===== config.mk =====
export PLATFORM = sky130hd
export DESIGN_NAME = sum3_share_ctrl
export DESIGN_NICKNAME = d
export VERILOG_FILES = /design/src/rtl/sum3_share_pkg.sv /design/src/rtl/sum3_share_ctrl_rr_pick.sv /design/src/rtl/sum3_share_ctrl.sv
export SDC_FILE = /design/constraint.sdc
export NUM_CORES = 1
export LEC_CHECK = 0
export ABC_AREA = 1
export BUFFER_PORTS_ARGS = -buffer_cell sky130_fd_sc_hd__clkbuf_2
export CORE_UTILIZATION = 35
export DETAILED_ROUTE_END_ITERATION = 12
export PLACE_DENSITY_LB_ADDON = 0.2
export RECOVER_POWER = 25
export SLEW_MARGIN = 10
export SYNTH_ARGS = -nofsm -noshare
export SYNTH_HDL_FRONTEND = slang
export SYNTH_HIERARCHICAL = 1
export SYNTH_SLANG_ARGS = --single-unit

===== constraint.sdc =====
create_clock -name clk -period 2.18 [get_ports clk]
set_clock_uncertainty 0.1 [all_clocks]
set_input_delay 0.218 -clock clk [delete_from_list [all_inputs] [get_ports clk]]
set_output_delay 0.218 -clock clk [all_outputs]
set_load 0.02 [all_outputs]

===== src/rtl/sum3_share_pkg.sv =====
// Shared types and helpers for the sum3_share_ctrl block.
//   state_t    : controller FSM states
//   DW_DEFAULT : default operand/sum width of the summing engine
//   clog2      : ceiling log2 for sizing index and counter fields
package sum3_share_pkg;

  localparam int unsigned DW_DEFAULT = 8;

  typedef enum logic [2:0] {
    IDLE = 3'd0,
    S0   = 3'd1,
    S1   = 3'd2,
    S2   = 3'd3,
    WAIT = 3'd4,
    RESP = 3'd5
  } state_t;

  function automatic int unsigned clog2(input int unsigned n);
    int unsigned r;
    r = 0;
    while ((32'd1 << r) < n) r++;
    return r;
  endfunction

endpackage


===== src/rtl/sum3_share_ctrl_rr_pick.sv =====
// Combinational round-robin selector: first set bit of req scanning upward
// from rr_ptr with wrap-around.
//   req     : request vector
//   rr_ptr  : index with highest priority this round
//   idx_c   : selected requester (0 when nothing is requesting)
//   valid_c : at least one request is set
module rr_pick #(
  parameter int unsigned NREQ = 4,
  parameter int unsigned IW   = 2
) (
  input  logic [NREQ-1:0] req,
  input  logic [IW-1:0]   rr_ptr,
  output logic [IW-1:0]   idx_c,
  output logic            valid_c
);

  logic [IW-1:0] cand;

  // Walk the ring from rr_ptr; the first hit wins.
  always_comb begin
    idx_c   = '0;
    valid_c = 1'b0;
    cand    = '0;
    for (int unsigned k = 0; k < NREQ; k++) begin
      cand = IW'((32'(rr_ptr) + k) % NREQ);
      if (!valid_c && req[cand]) begin
        idx_c   = cand;
        valid_c = 1'b1;
      end
    end
  end

endmodule


===== src/rtl/sum3_share_ctrl.sv =====
// Round-robin controller sharing one 3-operand summing engine among NREQ
// requesters, with a watchdog that completes a hung transaction with err=1.
//   clk, reset          : clock, asynchronous active-high reset
//   req, req_ops        : request levels and per-requester operand triplets
//   done, err, sum_out  : one-hot completion strobe, timeout flag, result
//   gnt_id, busy        : current/last grant index, controller not idle
//   acc_start, acc_d    : engine start pulse and serial operand bus
//   acc_ready, acc_sum  : engine result strobe and result
module sum3_share_ctrl
  import sum3_share_pkg::*;
#(
  parameter int unsigned NREQ    = 4,
  parameter int unsigned DW      = DW_DEFAULT,
  parameter int unsigned TIMEOUT = 64
) (
  input  logic                       clk,
  input  logic                       reset,
  input  logic [NREQ-1:0]            req,
  input  logic [NREQ*3*DW-1:0]       req_ops,
  output logic [NREQ-1:0]            done,
  output logic                       err,
  output logic [DW-1:0]              sum_out,
  output logic [clog2(NREQ)-1:0]     gnt_id,
  output logic                       busy,
  output logic                       acc_start,
  output logic [DW-1:0]              acc_d,
  input  logic                       acc_ready,
  input  logic [DW-1:0]              acc_sum
);

  localparam int unsigned IW  = clog2(NREQ);
  localparam int unsigned CW  = clog2(TIMEOUT);
  localparam int unsigned OPW = 3 * DW;

  state_t          state, state_nxt;
  logic [IW-1:0]   rr_ptr, rr_d;
  logic [CW-1:0]   cnt_q, cnt_d;
  logic [OPW-1:0]  ops_q, ops_d;
  logic [IW-1:0]   pick_idx;
  logic            pick_valid;
  logic [OPW-1:0]  sel_ops;
  logic            tmo_c;

  // Next values of the registered outputs
  logic [NREQ-1:0] done_d;
  logic            err_d;
  logic [DW-1:0]   sum_d;
  logic [IW-1:0]   gnt_d;
  logic            busy_d;
  logic            start_d;
  logic [DW-1:0]   accd_d;

  // Per-requester operand view of the flat input bus.
  logic [OPW-1:0] ops_arr [NREQ];
  for (genvar gi = 0; gi < NREQ; gi++) begin : g_ops
    assign ops_arr[gi] = req_ops[gi*OPW +: OPW];
  end

  rr_pick #(.NREQ(NREQ), .IW(IW)) u_pick (
    .req     (req),
    .rr_ptr  (rr_ptr),
    .idx_c   (pick_idx),
    .valid_c (pick_valid)
  );

  assign sel_ops = ops_arr[pick_idx];
  assign tmo_c   = (cnt_q == CW'(TIMEOUT - 1));

  // State, datapath and output registers.
  always_ff @(posedge clk or posedge reset) begin
    if (reset) begin
      state     <= IDLE;
      rr_ptr    <= '0;
      cnt_q     <= '0;
      ops_q     <= '0;
      done      <= '0;
      err       <= 1'b0;
      sum_out   <= '0;
      gnt_id    <= '0;
      busy      <= 1'b0;
      acc_start <= 1'b0;
      acc_d     <= '0;
    end else begin
      state     <= state_nxt;
      rr_ptr    <= rr_d;
      cnt_q     <= cnt_d;
      ops_q     <= ops_d;
      done      <= done_d;
      err       <= err_d;
      sum_out   <= sum_d;
      gnt_id    <= gnt_d;
      busy      <= busy_d;
      acc_start <= start_d;
      acc_d     <= accd_d;
    end
  end

  // Next-state logic; acc_ready takes priority over an expiring watchdog.
  always_comb begin
    state_nxt = state;
    unique case (state)
      IDLE:    if (pick_valid) state_nxt = S0;
      S0:      state_nxt = S1;
      S1:      state_nxt = S2;
      S2:      state_nxt = WAIT;
      WAIT:    if (acc_ready || tmo_c) state_nxt = RESP;
      RESP:    state_nxt = IDLE;
      default: state_nxt = IDLE;
    endcase
  end

  // Output/datapath next values. Outputs are registered, so each value is
  // computed one cycle ahead of the state in which it must appear.
  always_comb begin
    done_d  = '0;
    err_d   = err;
    sum_d   = sum_out;
    gnt_d   = gnt_id;
    busy_d  = (state_nxt != IDLE);
    start_d = 1'b0;
    accd_d  = '0;
    ops_d   = ops_q;
    cnt_d   = cnt_q;
    rr_d    = rr_ptr;
    unique case (state)
      IDLE: begin
        if (pick_valid) begin
          gnt_d   = pick_idx;
          ops_d   = sel_ops;
          start_d = 1'b1;
          accd_d  = sel_ops[0 +: DW];
        end
      end
      S0: accd_d = ops_q[DW +: DW];
      S1: accd_d = ops_q[2*DW +: DW];
      S2: cnt_d  = '0;
      WAIT: begin
        cnt_d = cnt_q + CW'(1);
        if (acc_ready) begin
          sum_d          = acc_sum;
          err_d          = 1'b0;
          done_d[gnt_id] = 1'b1;
        end else if (tmo_c) begin
          sum_d          = '0;
          err_d          = 1'b1;
          done_d[gnt_id] = 1'b1;
        end
      end
      RESP: begin
        // Completed requester drops to lowest priority for the next round.
        if (gnt_id == IW'(NREQ - 1)) rr_d = '0;
        else                         rr_d = gnt_id + IW'(1);
      end
      default: ;
    endcase
  end

endmodule


Yosys cells after proc, flatten, opt, wreduce, memory -nomap -nowiden
Index checks and enable logic that the tools add are counted.
- equality and inequality tests: 7
- $add $sub $neg: 5
- order comparisons: 7
- reductions and logical operators: 14
- bitwise gates (word level): 1
- mux-type cells: 37
- operators by type and width (operator ; count):
    24-bit binary-select mux with 2-bit select ; 1
    24-bit two-way mux ; 2
    8-bit two-way mux ; 3
    8-bit one-hot mux with 3 select lines ; 1
    2-bit by 3-bit less-than comparator with 1-bit output (second input constant) ; 5
    3-bit one-hot mux with 5 select lines ; 1
    1-bit two-way mux ; 13
    4-bit two-way mux ; 3
    6-bit one-hot mux with 2 select lines ; 1
    2-bit two-way mux ; 5
    1-bit binary-select mux with 2-bit select ; 4
    6-bit by 1-bit adder with 6-bit output (second input constant) ; 1
    3-bit by 2-bit equality test with 1-bit output (second input constant) ; 2
    3-bit equality test (second input constant) ; 2
    6-bit equality test (second input constant) ; 1
    3-bit two-way mux ; 2
    2-bit by 1-bit adder with 2-bit output (second input constant) ; 2
    2-bit adder (second input constant) ; 2
    1-bit logical AND ; 4
    2-bit AND reduction ; 2
    2-bit nonzero test ; 2
    3-bit by 1-bit equality test with 1-bit output (second input constant) ; 1
    3-bit greater-or-equal comparator (second input constant) ; 1
    1-bit zero test ; 3
    7 further kinds ; 7
- bits of input ports: 111
- output and inout port bits: 25
- register bits after elaboration: 60
- logic and storage cells: 82

Logic depth before layout (Yosys ltp)
- depth after elaboration: 18
- depth in mapped cells: 18
- mapped depth without buffers: 16

By module
Netlist, hierarchy kept.
- modules (own cells, without submodules) (module ; instances ; cells each ; sequential area each (um^2) ; area an instance (um^2)):
    sum3_share_ctrl ; 1 ; 530 ; 1301.2 ; 3278.1
    rr_pick ; 1 ; 59 ; 0.0 ; 319.1

Worst setup path after synthesis
No wires, ideal clock.
- path type: register to register
- start point: register rr_ptr[0]
- end point: register ops_q[10]
- data arrival time: 1736 ps
- required time: 1964 ps
- path slack: 228 ps
- library setup time: 116 ps
- period minus slack after synthesis: 1952 ps
- path buffers: 3
- stages on the path, launching flop included: 16
- path through: dfrtp_1 buf_6 nand2_1 nand2_4 nand2_2 nand2_2 nor2_4 nand3_1 nand3_1 buf_2 clkbuf_1 nor2_1 nand2_1 nand2_1 nand2_1 nand2_1
- longest elaborated chain between the ends: 16
- elaborated cells on any way between the ends: 30
- those cells by class: add/sub (3); mux (19); bitwise (1); reduce/logical (7)
- RTL lines (item ; RTL line ; text):
    start: declaration ; sum3_share_ctrl.sv:36 ; logic [IW-1:0] rr_ptr, rr_d;
    start signal: assignment ; sum3_share_ctrl.sv:85 ; rr_ptr <= rr_d;
    branches (longest 11 deep; another with 2-bit by 1-bit adder with 2-bit output) ; - ;
    2-bit two-way mux (*) ; sum3_share_ctrl_rr_pick.sv:26 ; if (!valid_c && req[cand]) begin
    via pick_idx[1] ; sum3_share_ctrl.sv:39 ; logic [IW-1:0] pick_idx;
    2-bit NOT with 3-bit output (not written as such) (*) ; sum3_share_ctrl.sv:66 ; assign sel_ops = ops_arr[pick_idx];
    24-bit binary-select mux with 2-bit select (*) ; sum3_share_ctrl.sv:66 ;
    24-bit two-way mux (not written as such) (*) (2 in series) ; sum3_share_ctrl.sv:66 ;
    end signal: assignment ; sum3_share_ctrl.sv:87 ; ops_q <= ops_d;
    end: declaration ; sum3_share_ctrl.sv:38 ; logic [OPW-1:0] ops_q, ops_d;
Mark *: on every way through the listed nets, which the timed path passes. The select of a mux whose other input is x is not followed.
A chain may end at the register's enable or synchronous reset.

Worst setup path after layout
- start point: register rr_ptr[0]
- end point: register ops_q[21]
Same word-level chain as after synthesis.

==> metrics.txt <==
# TYPE chip_impl_metric gauge
chip_impl_metric{name="core",unit="sq um"} 9860
chip_impl_metric{name="first_global_vias",unit=""} 3461
chip_impl_metric{name="num_rows",unit=""} 36
chip_impl_metric{name="drt_first_iter_violations",unit=""} 86
chip_impl_info{name="path_cells",value="buf_6, nand2_2, nand3_1, nand2_2, inv_2, nand3_2, nand2_2, nand2_4, clkinv_8, clkbuf_16, nor2_1, nor2_1, nand2_1, nand2_1, nand2_1, nand2_1"} 1
chip_impl_metric{name="filler_cell_count",unit=""} 1055
chip_impl_metric{name="arrival",unit="ps"} 2240
chip_impl_metric{name="insertedDiodeCount",unit=""} 0
chip_impl_metric{name="dieWidth",unit="microns"} 103
chip_impl_info{name="hold_path_class",value="in -> reg"} 1
chip_impl_info{name="timing.rr.end",value="ops_q[21]"} 1
chip_impl_metric{name="final.period_utilization",unit="%"} 98.2
chip_impl_metric{name="fin_worst_hold_slack",unit="ps"} 20.7
chip_impl_metric{name="clkLatencyLatePin",unit="ps"} 300
chip_impl_metric{name="grt_start_max_net_pins",unit=""} 35
chip_impl_metric{name="timing.critical_path.slowest_cell_delay",unit="ps"} 450
chip_impl_metric{name="clock_path_buffers",unit=""} 2
chip_impl_metric{name="cts-buffers-inserted",unit=""} 5
chip_impl_metric{name="finish.cell_count_without_fillers",unit=""} 869
chip_impl_metric{name="drtAntennaViolNets",unit=""} 0
chip_impl_metric{name="power_per_unit_of_standard_cell_area",unit="nW/um^2"} 1670
chip_impl_info{name="worst_path_dominant_cell_family",value="simple AND/OR/NAND/NOR gates"} 1
chip_impl_metric{name="first_pass_grt_wire_length",unit="microns"} 15000
chip_impl_info{name="setup.worst_path.class",value="reg -> reg"} 1
chip_impl_metric{name="hold_viol_final",unit=""} 0
chip_impl_metric{name="finalNetCount",unit=""} 851
chip_impl_metric{name="design_area",unit="sq um"} 4830
chip_impl_info{name="layout.cells.most_common_list",value="nand2_1, clkbuf_2, inv_1"} 1
chip_impl_metric{name="syn_area_per_cell",unit="sq um"} 6.11
chip_impl_metric{name="max_slew_margin",unit="%"} 38.2
chip_impl_metric{name="grt_overflow_total",unit=""} 0
chip_impl_metric{name="gpl.final_weighted_congestion",unit=""} 0.852
chip_impl_metric{name="mappedNetlistArea",unit="sq um"} 3600
chip_impl_metric{name="post-dp-hpwl",unit="microns"} 7050
chip_impl_metric{name="ff2ff_setup_slack",unit="ps"} 40
chip_impl_metric{name="worst-slew-pin-transition",unit="ps"} 926
chip_impl_metric{name="post_route_cells_drive_above_1_share",unit="%"} 28.9
chip_impl_metric{name="upper_clock_frequency_limit",unit="GHz"} 0.467
chip_impl_metric{name="antenna_violations_before_repair",unit=""} 0
chip_impl_metric{name="die_height",unit="microns"} 103
chip_impl_metric{name="ff2ff_path_depth",unit=""} 16
chip_impl_info{name="cts.root.buffer_cell",value="clkbuf_8"} 1
chip_impl_info{name="dominantRegCellSynth",value="dfrtp_1"} 1
chip_impl_metric{name="synth_seq_area_share",unit="%"} 36.2
chip_impl_metric{name="power.leakage",unit="uW"} 0.00298
chip_impl_metric{name="postSynthNetCount",unit=""} 705
chip_impl_metric{name="critical_path_required",unit="ps"} 2280
chip_impl_metric{name="ys.warnings.count",unit=""} 6
chip_impl_metric{name="groute.usage.overall",unit="%"} 17.7
chip_impl_metric{name="finish.utilization",unit="%"} 49.0
chip_impl_metric{name="cap_violations",unit=""} 0
chip_impl_info{name="most_common_library_cell_in_the_layout_ignoring_fill_and_taps",value="nand2_1"} 1
chip_impl_metric{name="cts.htree.levels",unit=""} 2
chip_impl_info{name="cpMaxStageDelayCell",value="dfrtp_2"} 1
chip_impl_metric{name="netlist-cell-type-count",unit=""} 26
chip_impl_info{name="rr_startpoint",value="rr_ptr[0]"} 1
chip_impl_metric{name="layout-area-overhead-vs-synth",unit="%"} 34.3
chip_impl_info{name="hold_path.startpoint",value="acc_sum[7]"} 1
chip_impl_info{name="timing.critical_path.to_type",value="flop"} 1
chip_impl_metric{name="numPortBuffers",unit=""} 135
chip_impl_info{name="grt_setup_unrepaired",value="true"} 1
chip_impl_metric{name="via_count",unit=""} 3813
chip_impl_metric{name="die-area",unit="sq um"} 10700
chip_impl_metric{name="viasPerCell",unit=""} 4.39
chip_impl_info{name="timing.critical_path.from_type",value="flop"} 1
chip_impl_info{name="outcome",value="completed"} 1
chip_impl_metric{name="slew_violations",unit=""} 0
chip_impl_metric{name="whs_path_depth",unit=""} 3
chip_impl_metric{name="number_of_enable_flip_flop_cells_after_synthesis",unit=""} 0
chip_impl_metric{name="numPlacedInstances",unit=""} 846
chip_impl_info{name="cts_tree",value="built"} 1
chip_impl_info{name="terminating_pin_of_the_worst_hold_path",value="sum_out[7]"} 1
chip_impl_metric{name="asyncSetResetFlopFracSynth",unit="%"} 100
chip_impl_metric{name="count_of_clock_tree_sinks",unit=""} 52
chip_impl_metric{name="drc_errors",unit=""} 0
chip_impl_metric{name="io-pin-count",unit=""} 136
chip_impl_metric{name="cp_num_buf_inv",unit=""} 4
chip_impl_metric{name="totalWireLength",unit="microns"} 9580
chip_impl_metric{name="drt_first_pass_iters",unit=""} 4
chip_impl_metric{name="setup-tns-final",unit="ps"} 0
chip_impl_metric{name="ys_ff_latch",unit=""} 52
chip_impl_metric{name="clk_transition_reported_paths",unit="ps"} 90
chip_impl_metric{name="post_dp_cell_area",unit="sq um"} 4420
chip_impl_metric{name="setup-violations-final",unit=""} 0
chip_impl_metric{name="timing.critical_path.fanout_max",unit=""} 8
chip_impl_metric{name="max-vdd-ir-drop",unit="mV"} 1.02
chip_impl_metric{name="synth_cells",unit=""} 589
chip_impl_info{name="worst_path_most_repeated_cell",value="nand2_1"} 1
chip_impl_metric{name="floorplan.initialDensity",unit="%"} 36.5
chip_impl_metric{name="route.detailed.wl_per_inst",unit="microns"} 11.0
chip_impl_metric{name="post-route-min-period",unit="ps"} 2140
## what timing repair did
action | 4_1_cts | 5_1_grt
pin swaps | 0 | 7
hold buffers | 5 | 0
resized for setup | 2 | 37
hold endpoints to repair | 26 | 0
gates cloned | 1 | 5
endpoints found under the setup margin | 13 | 24
setup buffers | 0 | 4
## through the flow
stage	total power (uW)	setup WS, ps
final	8080	39.0
after global routing	8930	-85.2
after CTS	7340	19.0
after detailed placement	6460	-13.2
after global placement	6380	43.3
after floorplan	5340	228
## Yosys cell counts (4+ instances only)
master	count	area (sq um)
nand2_1	265	995
inv_1	87	327
nor2_1	74	278
dfrtp_1	52	1300
nand3_1	39	195
buf_2	15	75.1
nand2_2	11	68.8
inv_2	7	26.3
ha_1	5	62.6
nand2_4	4	45.0
nand3_2	4	40.0
## state kept, by name, indices dropped and copies added, names as in the netlist
signal / flops
rr_ptr: 2
cnt_q: 6
ops_q: 16
busy: 1
done: 4
acc_start: 1
state: 3
sum_out: 8
err: 1
acc_d: 8
gnt_id: 2
## cell type report
type	instances	area, sq um	share of cell area [%]
Clock buffer	5	68.8	1.42
Clock inverter	3	42.5	0.880
Inverter	95	387	8.00
Multi-Input combinational cell	421	1880	38.9
Sequential cell	52	1300	27.0
Tap cell	133	166	3.44
Timing Repair Buffer	159	977	20.2
Timing Repair inverter	1	6.26	0.129
## report_power, final
group | total [uW] | internal [uW] | switching [uW]
Sequential | 1670 | 1390 | 280
Clock | 664 | 340 | 324
Combinational | 5750 | 2270 | 3480
## worst register-to-register path, cell delays in order, from the launching register on
cell,delay (ps)
dfrtp_2,450
buf_6,150
nand2_2,100
nand3_1,130
nand2_2,130
inv_2,60
nand3_2,70
nand2_2,60
nand2_4,120
clkinv_8,100
clkbuf_16,180
nor2_1,100
nor2_1,40
nand2_1,70
nand2_1,60
nand2_1,60
nand2_1,50
## cell families after synthesis
family	synth area share, %
buffers and inverters	13.4
adder cells (fa/ha/maj)	1.74
flip-flops	36.2
AND/OR/NAND/NOR	46.8
AO/OA/AOI/OAI	1.88
## how the worst max path moves through the flow
stage / start / endpoint / depth (start not counted)
2_1_floorplan: rr_ptr[0] / ops_q[10] / 15
3_3_place_gp: rr_ptr[0] / ops_q[17] / 17
3_5_place_dp: rr_ptr[0] / ops_q[17] / 16
4_1_cts: rr_ptr[0] / ops_q[17] / 16
5_1_grt: rr_ptr[0] / ops_q[16] / 16
6_report: rr_ptr[0] / ops_q[21] / 16
## metal layers
metal	share of wire (%)	GRT usage [%]	vias to the layer above
met5	0	0	-
met4	1.3	3.68	0
met3	5.1	3.49	9
met2	50	32.2	102
met1	43	21.5	1692
li1	-	-	2010
(Power assumes the default switching activity.)
